### config.mk
export PLATFORM = sky130hd
export DESIGN_NAME = mem_arbiter
export DESIGN_NICKNAME = d
export VERILOG_FILES = /design/src/rtl/mem_arbiter_pkg.sv /design/src/rtl/mem_arb_sel.sv /design/src/rtl/mem_arbiter.sv
export SDC_FILE = /design/constraint.sdc
export NUM_CORES = 1
export LEC_CHECK = 0
export ABC_AREA = 1
export BUFFER_PORTS_ARGS = -buffer_cell sky130_fd_sc_hd__buf_4
export CAP_MARGIN = 20
export CORE_MARGIN = 2
export CORE_UTILIZATION = 40
export CTS_BUF_LIST = sky130_fd_sc_hd__clkbuf_2
export DETAILED_ROUTE_END_ITERATION = 8
export GPL_ROUTABILITY_DRIVEN = 0
export PLACE_DENSITY = 0.75
export REMOVE_ABC_BUFFERS = 1
export SLEW_MARGIN = 5
export SYNTH_ARGS = -nofsm -noshare
export SYNTH_HDL_FRONTEND = slang
export SYNTH_SLANG_ARGS = --single-unit
### constraint.sdc
create_clock -name clk -period 2.5 [get_ports clk]
set_input_delay 0 -clock clk [delete_from_list [all_inputs] [get_ports clk]]
set_output_delay 0 -clock clk [all_outputs]
set_load 0.01 [all_outputs]
### src/rtl/mem_arbiter_pkg.sv
// mem_arbiter_pkg: encodings shared by the instruction/data bus arbiter.
//   state_e  : bus transaction phase (IDLE -> REQ -> RESP)
//   owner_e  : which master owns the outstanding transaction
//   GNT_IF/GNT_LS : bit positions in the selector's grant vector
package mem_arbiter_pkg;
  typedef enum logic [1:0] {
    ST_IDLE = 2'd0,
    ST_REQ  = 2'd1,
    ST_RESP = 2'd2
  } state_e;

  typedef enum logic {
    OWN_IF = 1'b0,
    OWN_LS = 1'b1
  } owner_e;

  localparam int STARVE_LIMIT_DEF = 4;
  localparam int GNT_IF           = 0;
  localparam int GNT_LS           = 1;
endpackage

### src/rtl/mem_arb_sel.sv
// mem_arb_sel: LSU-priority selector with an IF anti-starvation counter.
//   clk, rstn    : clock, synchronous active-low reset
//   en_i         : a grant may be issued this cycle (bus idle, out of reset)
//   if_req_i     : fetch request
//   if_block_i   : fetch may not be granted this cycle (flush)
//   ls_req_i     : LSU request
//   gnt_o        : one-hot grant vector, bit GNT_IF / GNT_LS
module mem_arb_sel
  import mem_arbiter_pkg::*;
#(
  parameter int STARVE_LIMIT = STARVE_LIMIT_DEF
) (
  input  logic       clk,
  input  logic       rstn,
  input  logic       en_i,
  input  logic       if_req_i,
  input  logic       if_block_i,
  input  logic       ls_req_i,
  output logic [1:0] gnt_o
);
  logic [3:0] starve_q, starve_d;
  logic       if_due;

  always_comb begin
    if_due = (starve_q == 4'(STARVE_LIMIT));
    gnt_o  = '0;
    if (en_i) begin
      // IF wins only when LSU is quiet or IF has waited out its quota.
      if (if_req_i && !if_block_i && (!ls_req_i || if_due)) gnt_o[GNT_IF] = 1'b1;
      else if (ls_req_i)                                     gnt_o[GNT_LS] = 1'b1;
    end
    starve_d = starve_q;
    if (!if_req_i || gnt_o[GNT_IF])  starve_d = '0;
    else if (gnt_o[GNT_LS] && !if_due) starve_d = starve_q + 4'd1;
  end

  always_ff @(posedge clk) begin
    if (!rstn) starve_q <= '0;
    else       starve_q <= starve_d;
  end
endmodule

### src/rtl/mem_arbiter.sv
// mem_arbiter: shares one single-port memory bus between IF fetch and LSU.
// One transaction outstanding at a time: IDLE (grant) -> REQ (hold bus
// request until mem_gnt_i) -> RESP (wait mem_rvalid_i, route to owner).
//   clk, rstn        : clock, synchronous active-low reset
//   flush_i          : prediction-fail flush, cancels the in-flight fetch
//   if_*             : fetch master (req/addr in, gnt/rvalid/rdata out)
//   ls_*             : LSU master (req/we/be/addr/wdata in, gnt/rvalid/rdata out)
//   mem_*            : memory bus (req/we/be/addr/wdata out, gnt/rvalid/rdata in)
//   if_stall_o, ls_stall_o : hold requests to the pipeline controller
module mem_arbiter
  import mem_arbiter_pkg::*;
#(
  parameter int AW           = 32,
  parameter int DW           = 32,
  parameter int STARVE_LIMIT = STARVE_LIMIT_DEF
) (
  input  logic            clk,
  input  logic            rstn,
  input  logic            flush_i,
  input  logic            if_req_i,
  input  logic [AW-1:0]   if_addr_i,
  output logic            if_gnt_o,
  output logic            if_rvalid_o,
  output logic [DW-1:0]   if_rdata_o,
  input  logic            ls_req_i,
  input  logic            ls_we_i,
  input  logic [DW/8-1:0] ls_be_i,
  input  logic [AW-1:0]   ls_addr_i,
  input  logic [DW-1:0]   ls_wdata_i,
  output logic            ls_gnt_o,
  output logic            ls_rvalid_o,
  output logic [DW-1:0]   ls_rdata_o,
  output logic            mem_req_o,
  output logic            mem_we_o,
  output logic [DW/8-1:0] mem_be_o,
  output logic [AW-1:0]   mem_addr_o,
  output logic [DW-1:0]   mem_wdata_o,
  input  logic            mem_gnt_i,
  input  logic            mem_rvalid_i,
  input  logic [DW-1:0]   mem_rdata_i,
  output logic            if_stall_o,
  output logic            ls_stall_o
);
  state_e            state_q, state_d;
  owner_e            owner_q, owner_d;
  logic              drop_q, drop_d;
  logic              we_q, we_d;
  logic [DW/8-1:0]   be_q, be_d;
  logic [AW-1:0]     addr_q, addr_d;
  logic [DW-1:0]     wdata_q, wdata_d;
  logic [1:0]        gnt;
  logic              resp, in_req, busy_if, busy_ls;

  mem_arb_sel #(.STARVE_LIMIT(STARVE_LIMIT)) u_sel (
    .clk        (clk),
    .rstn       (rstn),
    .en_i       ((state_q == ST_IDLE) && rstn),
    .if_req_i   (if_req_i),
    .if_block_i (flush_i),
    .ls_req_i   (ls_req_i),
    .gnt_o      (gnt)
  );

  assign resp    = (state_q == ST_RESP) && mem_rvalid_i;
  assign in_req  = (state_q == ST_REQ);
  assign busy_if = (state_q != ST_IDLE) && (owner_q == OWN_IF);
  assign busy_ls = (state_q != ST_IDLE) && (owner_q == OWN_LS);

  always_comb begin
    state_d = state_q;
    owner_d = owner_q;
    drop_d  = drop_q;
    we_d    = we_q;
    be_d    = be_q;
    addr_d  = addr_q;
    wdata_d = wdata_q;
    case (state_q)
      ST_IDLE: begin
        if (|gnt) begin
          state_d = ST_REQ;
          if (gnt[GNT_LS]) begin
            owner_d = OWN_LS;
            we_d    = ls_we_i;
            be_d    = ls_be_i;
            addr_d  = ls_addr_i;
            wdata_d = ls_wdata_i;
          end else begin
            // Fetches are full-width reads.
            owner_d = OWN_IF;
            we_d    = 1'b0;
            be_d    = '1;
            addr_d  = if_addr_i;
            wdata_d = '0;
          end
        end
      end
      ST_REQ:  if (mem_gnt_i)    state_d = ST_RESP;
      ST_RESP: if (mem_rvalid_i) state_d = ST_IDLE;
      default: state_d = ST_IDLE;
    endcase
    // The bus request is never retracted; a flushed fetch is simply
    // completed on the bus and its data swallowed.
    if (flush_i && busy_if) drop_d = 1'b1;
    if (resp)               drop_d = 1'b0;
  end

  always_ff @(posedge clk) begin
    if (!rstn) begin
      state_q <= ST_IDLE;
      owner_q <= OWN_IF;
      drop_q  <= 1'b0;
      we_q    <= 1'b0;
      be_q    <= '0;
      addr_q  <= '0;
      wdata_q <= '0;
    end else begin
      state_q <= state_d;
      owner_q <= owner_d;
      drop_q  <= drop_d;
      we_q    <= we_d;
      be_q    <= be_d;
      addr_q  <= addr_d;
      wdata_q <= wdata_d;
    end
  end

  assign if_gnt_o    = gnt[GNT_IF];
  assign ls_gnt_o    = gnt[GNT_LS];
  assign if_rvalid_o = resp && (owner_q == OWN_IF) && !drop_q;
  assign ls_rvalid_o = resp && (owner_q == OWN_LS);
  assign if_rdata_o  = if_rvalid_o ? mem_rdata_i : '0;
  assign ls_rdata_o  = ls_rvalid_o ? mem_rdata_i : '0;

  assign mem_req_o   = in_req;
  assign mem_we_o    = in_req ? we_q    : 1'b0;
  assign mem_be_o    = in_req ? be_q    : '0;
  assign mem_addr_o  = in_req ? addr_q  : '0;
  assign mem_wdata_o = in_req ? wdata_q : '0;

  assign if_stall_o = (if_req_i && !if_gnt_o) || (busy_if && !if_rvalid_o && !drop_q);
  assign ls_stall_o = (ls_req_i && !ls_gnt_o) || (busy_ls && !ls_rvalid_o);
endmodule

== After elaboration in Yosys (flattened, before gate mapping) ==
Index checks and enable logic that the tools add are counted.

* Bits in registers: 77
* Input bits: 140
* Output and inout bits: 140
* Word-level logic and storage cells: 72

* $add $sub $neg: 1
* Equal/unequal tests: 6
* Multiplexer cells: 19
* Bitwise operators: 2
* Reduce and logical (&&, ||, !) cells: 36

{| class="wikitable"
|+ Operator list
! cell !! count
|-
| 32-bit two-way mux || 6
|-
| 1-bit logical AND || 16
|-
| 1-bit logical NOT || 9
|-
| 2-bit two-way mux || 4
|-
| 4-bit two-way mux || 2
|-
| 1-bit two-way mux || 6
|-
| 2-bit case mux with 3 select lines || 1
|-
| 2-bit OR reduction || 3
|-
| 4-bit by 1-bit adder with 4-bit output (second input constant) || 1
|-
| 4-bit by 3-bit == test with 1-bit output (second input constant) || 1
|-
| 1-bit logical OR || 4
|-
| 2-bit != test (second input constant) || 2
|-
| 3-bit AND reduction || 1
|-
| 2-bit by 1-bit == test with 1-bit output (second input constant) || 1
|-
| 2-bit == test (second input constant) || 1
|-
| 2-bit logical NOT || 1
|-
| 2-bit by 1-bit != test with 1-bit output (second input constant) || 1
|-
| 1-bit NOT || 2
|-
| 2-bit AND reduction || 1
|-
| 2-bit nonzero test || 1
|}

== Longest topological paths before layout ==
* Depth in word-level cells: 8
* Mapped depth: 11
* Mapped depth without buffers: 9

== Hierarchy ==
A second synthesis with hierarchy kept.

* Cell total of the unflattened synthesis: 772
* Area, all modules: 4463.0 um^2

{| class="wikitable"
|+ By module, submodules not included
! module !! instances !! cells each !! area an instance (um^2) !! seq. area each (um^2)
|-
| mem_arbiter || 1 || 726 || 4154.0 || 1461.4
|-
| mem_arb_sel || 1 || 46 || 309.0 || 80.1
|}

== Worst setup path after synthesis ==
OpenSTA, ideal clock, no wires.

* Kind: flip-flop to flip-flop
* Start: reg u_sel.starve_q[0]
* End: reg addr_q[13]
* Setup time: 0.112 ns
* Data arrival time: 1.333 ns
* Data required time: 2.388 ns
* Setup slack: 1.055 ns
* Stages on the path, launching flop included: 11
* Buffers on the path: 2
* Period minus slack after synthesis: 1.445 ns
* Cell sequence: dfxtp_1 > inv_1 > ha_1 > nand3_1 > nand2_2 > nand2_1 > buf_6 > buf_2 > a21boi_0 > nor2_1 > nor2_1

* Word-level cells in the longest chain between the ends: 7
* Elaborated cells between the ends (all ways): 9
* Classes of those cells: eq/ne: 1; mux: 4; reduce/logical: 4

{| class="wikitable"
|+ RTL lines
! element !! line !! RTL
|-
| start, declared || mem_arb_sel.sv:21 || <nowiki>logic [3:0] starve_q, starve_d;</nowiki>
|-
| start signal, assigned || mem_arb_sel.sv:39 || <nowiki>else starve_q <= starve_d;</nowiki>
|-
| 4-bit by 3-bit == test with 1-bit output * || mem_arb_sel.sv:25 || <nowiki>if_due = (starve_q == 4'(STARVE_LIMIT));</nowiki>
|-
| 1-bit logical OR * || mem_arb_sel.sv:29 || <nowiki>if (if_req_i && !if_block_i && (!ls_req_i || if_due)) gnt_o[GNT_IF] = 1'b1;</nowiki>
|-
| 1-bit logical AND * || mem_arb_sel.sv:29 ||
|-
| 1-bit two-way mux || mem_arb_sel.sv:29 ||
|-
| 2-bit two-way mux * || mem_arb_sel.sv:27 || <nowiki>if (en_i) begin</nowiki>
|-
| 2-bit OR reduction || mem_arbiter.sv:79 || <nowiki>if (|gnt) begin</nowiki>
|-
| 2-bit AND reduction (no line) || n/a ||
|-
| end signal, assigned || mem_arbiter.sv:122 || <nowiki>addr_q <= addr_d;</nowiki>
|-
| end, declared || mem_arbiter.sv:49 || <nowiki>logic [AW-1:0] addr_q, addr_d;</nowiki>
|}

Mark *: on every way between the ends. The rest lies on a longest branch, timed or not.
A chain may end at the register's enable or synchronous reset.

== Worst setup path after layout ==
* Start: reg u_sel.starve_q[0]
* End: reg u_sel.starve_q[2]

* Word-level cells in the longest chain between the ends: 7
* Elaborated cells between the ends (all ways): 11
* Classes of those cells: add/sub: 1; eq/ne: 1; mux: 3; reduce/logical: 6

{| class="wikitable"
|+ RTL lines
! element !! line !! RTL
|-
| 4-bit by 3-bit == test with 1-bit output || mem_arb_sel.sv:25 ||
|-
| 1-bit logical OR || mem_arb_sel.sv:29 ||
|-
| 1-bit logical AND || mem_arb_sel.sv:29 ||
|-
| 1-bit two-way mux || mem_arb_sel.sv:29 ||
|-
| 2-bit two-way mux || mem_arb_sel.sv:27 ||
|-
| 1-bit logical OR || mem_arb_sel.sv:33 || <nowiki>if (!if_req_i || gnt_o[GNT_IF]) starve_d = '0;</nowiki>
|-
| 2-bit OR reduction (no line) || n/a ||
|}

Parallel ways exist; a longest one is shown, timed or not.

==> impl_results.md <==
- Status: finished clean
- CP Class: reg2reg
- Number of buffers created by CTS: 9
- Clock buffer depth: 2
- Ant. Diodes: 0
- CTS tree: done
- P_int: 1.93 mW
- # DRC: 0
- Register bit total from synthesis: 77
- Most used cell, CP: nand3_1
- Worst-Skew Late Latency: 0.53 ns
- Max-cap viol count: 0
- Initial antenna violation count: 0
- Measured slew at the worst slew-check pin: 0.948 ns
- Gr usage total: 25.7%
- Sequential power share: 46.3%
- Max-slew violation count: 0
- FMAX: 0.421 GHz
- DRT Wirelength: 16,600 um
- Area delta synth->final: 71.8%
- DR pass1 iterations: 4
- I/O Pins: 280
- Synthesized area per cell: 6.04 sq um
- Area taken by multi-input logic gates: 2320 sq um
- Site Rows: 39
- Critical path fanouts, max: 69
- Worst-path clk slew: 0.27 ns
- Met3 usage: 5.33%
- Hold Path Class: in2reg
- Clock share of power: 23.0%
- Cell variety after synth: 28
- Core ar.: 11,300 sq um
- NumNets Final: 1,264
- Crit path DAT: 2.83 ns
- Mapped Area: 4610 sq um
- GR Util met1: 32.7%
- YS warnings: 0
- GR Layer Usage met2: 44.1%
- Worst rel slew slack: 36.7%
- Design area: 7930 sq um
- Sequential-to-total area share from yosys stat: 33.4%
- Worst R2R Path Depth: 9
- Via density: 4.69
- Peak supply drop: 0.224 mV
- Clock Sinks: 77
- Max incr delay on CP: 0.57 ns
- Largest net degree at the start of global routing: 70
- Fraction of layout cells with a size suffix above 1: 28.1%
- DR vias: 5,953
- Critical Path Sink Type: register
- Cell Chain, Critical Path: inv_1 -> ha_1 -> nand3_1 -> nand2_2 -> nand3_2 -> buf_12 -> nand3_1 -> a21oi_1 -> dlygate4sd3_1
- Leakage power: 4.02 nW
- WL per Instance: 13.1 um
- Critical path depth: 9
- Gate power share: 30.7%
- Final ANT Viol Nets: 0
- Die span in y: 111 um
- Slowest CP cell: dlygate4sd3_1
- Fin cells: 1,270
- Required time worst endpoint: 2.96 ns
- Placed Cells: 1,140
- Crit path buffers/inverters: 3
- Drt initial violations: 446
- Worst hold stages: 4
- Port buffer count: 279
- Setup crit start kind: register
- Die ar.: 12,400 sq um
- First-pass GRT wire length: 26,600 um
- Sw Share: 33.6%
- Crit path max-delay family: buffers and inverters
- Starting density of the core: 40.7%
- Hold Vio Cnt, Final: 0
- Register area: 1540 sq um
- Mapped Cells: 764
- Root buf cell: clkbuf_2
- Die width: 111 um
- Clock skew: 0.0379 ns
- Final setup violation count: 0
- Grt ovf: 0
- Final Critical Period: 2.38 ns
- Area of placed instances: 6670 sq um
- Pwr Density: 367 nW/um^2
- Hpwl dp: 10,200 um
- FILL cells: 974
- H-tree levels: 3
- Vias in the first global route: 5,570
- Gr busiest metal: met2
- Crit share post-route: 95.0%
- RSZ-0062 raised after global routing: true
- Post-CTS Setup Repair Bufs: 0
- Switch Pwr: 979 uW
[placed cells by master, fill, tap and decap left out, drive strengths merged]
| cell | n |
|---|---|
| a211oi | 1 |
| a21boi | 32 |
| a21oi | 36 |
| a31oi | 1 |
| buf | 287 |
| clkbuf | 9 |
| clkinvlp | 2 |
| dfxtp | 77 |
| dlygate4sd3 | 114 |
| ha | 2 |
| inv | 125 |
| nand2 | 107 |
| nand3 | 103 |
| nand3b | 1 |
| nor2 | 214 |
| nor3 | 1 |
| o21ai | 10 |
| o32ai | 1 |
| or2 | 1 |
| xor2 | 3 |
[logic make-up after synthesis]
logic type      synth area share (%)
fa+ha+maj                      0.542
simple gates                    38.4
compound gates                  10.7
buf+inv                         16.4
xor+xnor                       0.570
flops                           33.4
[power groups by stage]
stage	clock network [mW]	logic [mW]	registers (mW)
final	0.669	0.895	1.35
after global routing	0.744	0.989	1.36
after CTS	0.692	0.879	1.35
after detailed placement	0	0.726	1.37
after global placement	0	0.721	1.37
after floorplan	0	0.385	1.36
[final timing paths]
| path | startpoint | slack, ns | to |
|---|---|---|---|
| worst max register to register | u_sel.starve_q[0]$_SDFFE_PP0P_ | 0.12 | u_sel.starve_q[2]$_SDFFE_PP0P_ |
| worst min register to register | wdata_q[25]$_SDFFE_PN0P_ | 0.50 | wdata_q[25]$_SDFFE_PN0P_ |
| worst min-delay path | ls_wdata_i[2] | 0.24 | wdata_q[2]$_SDFFE_PN0P_ |
| worst max-delay path | u_sel.starve_q[0]$_SDFFE_PP0P_ | 0.12 | u_sel.starve_q[2]$_SDFFE_PP0P_ |
[synth_stat cells]
master    number  area, sq um
nand3_1      102          510
nand3b_1       1         7.51
buf_4         11         82.6
nor2_1       212          796
nand3_2        1         10.0
or2_2          1         6.26
nand2_4        1         11.3
nor3_1         1         5.00
o21ai_0        8         40.0
clkbuf_1      22         82.6
nor2_4         1         11.3
buf_2         15         75.1
o21ai_1        2         10.0
nor2_2         1         6.26
nand2_2        3         18.8
a21boi_0      21          158
xor2_1         3         26.3
a31oi_1        1         6.26
buf_6          6         67.6
a211oi_1       1         7.51
dfxtp_1       77         1540
nand2_1      103          387
a21boi_1      11         82.6
inv_2          5         18.8
ha_1           2         25.0
a21oi_1       36          180
o32ai_1        1         8.76
inv_1        115          432
[worst reg2reg max path: stages (launching register included)]
cell and delay [ns]:
dfxtp_1 0.41, inv_1 0.07, ha_1 0.19, nand3_1 0.09, nand2_2 0.09, nand3_2 0.13
buf_12 0.28, nand3_1 0.30, a21oi_1 0.19, dlygate4sd3_1 0.58
[through the flow]
step	setup slack [ns]	utilization [%]	power [mW]	hold WS, ns	setup TNS (ns)
after floorplan	-0.191	-	1.75	0.109	-6.46
after global placement	0.688	58.9	2.09	0.207	0
after detailed placement	0.641	58.9	2.10	0.221	0
after CTS	0.110	69.9	2.92	0.187	0
after global routing	-0.0837	70.0	3.09	0.170	-0.138
final	0.125	70.0	2.91	0.238	0
[state kept, by name, indices dropped and copies added, names as in the netlist]
| name | count |
|---|---|
| u_sel.starve_q | 4 |
| addr_q | 32 |
| owner_q | 1 |
| drop_q | 1 |
| we_q | 1 |
| wdata_q | 32 |
| state_q | 2 |
| be_q | 4 |
[final cells by class]
| type | count | share of cell area (%) |
|---|---|---|
| tap | 143 | 2.26 |
| timing repair buffer | 401 | 41.9 |
| sequential | 77 | 19.5 |
| clock buffer | 9 | 0.568 |
| clock inverter | 7 | 0.774 |
| multi-input combinational | 513 | 29.3 |
| inverter | 120 | 5.72 |
[layer usage]
metal  vias to the layer above  wire, um
met5                         -         0
met4                         0       229
met3                        19      1180
met2                       217      8060
met1                      2675      7170
li1                       3042         -
[what timing repair did]
item                       CTS  global route
hold endpoints to repair    76             0
setup endpoints to repair    0            36
hold buffers               114             0
gates resized for setup      0             4
Power figures use the tool's default switching activity.
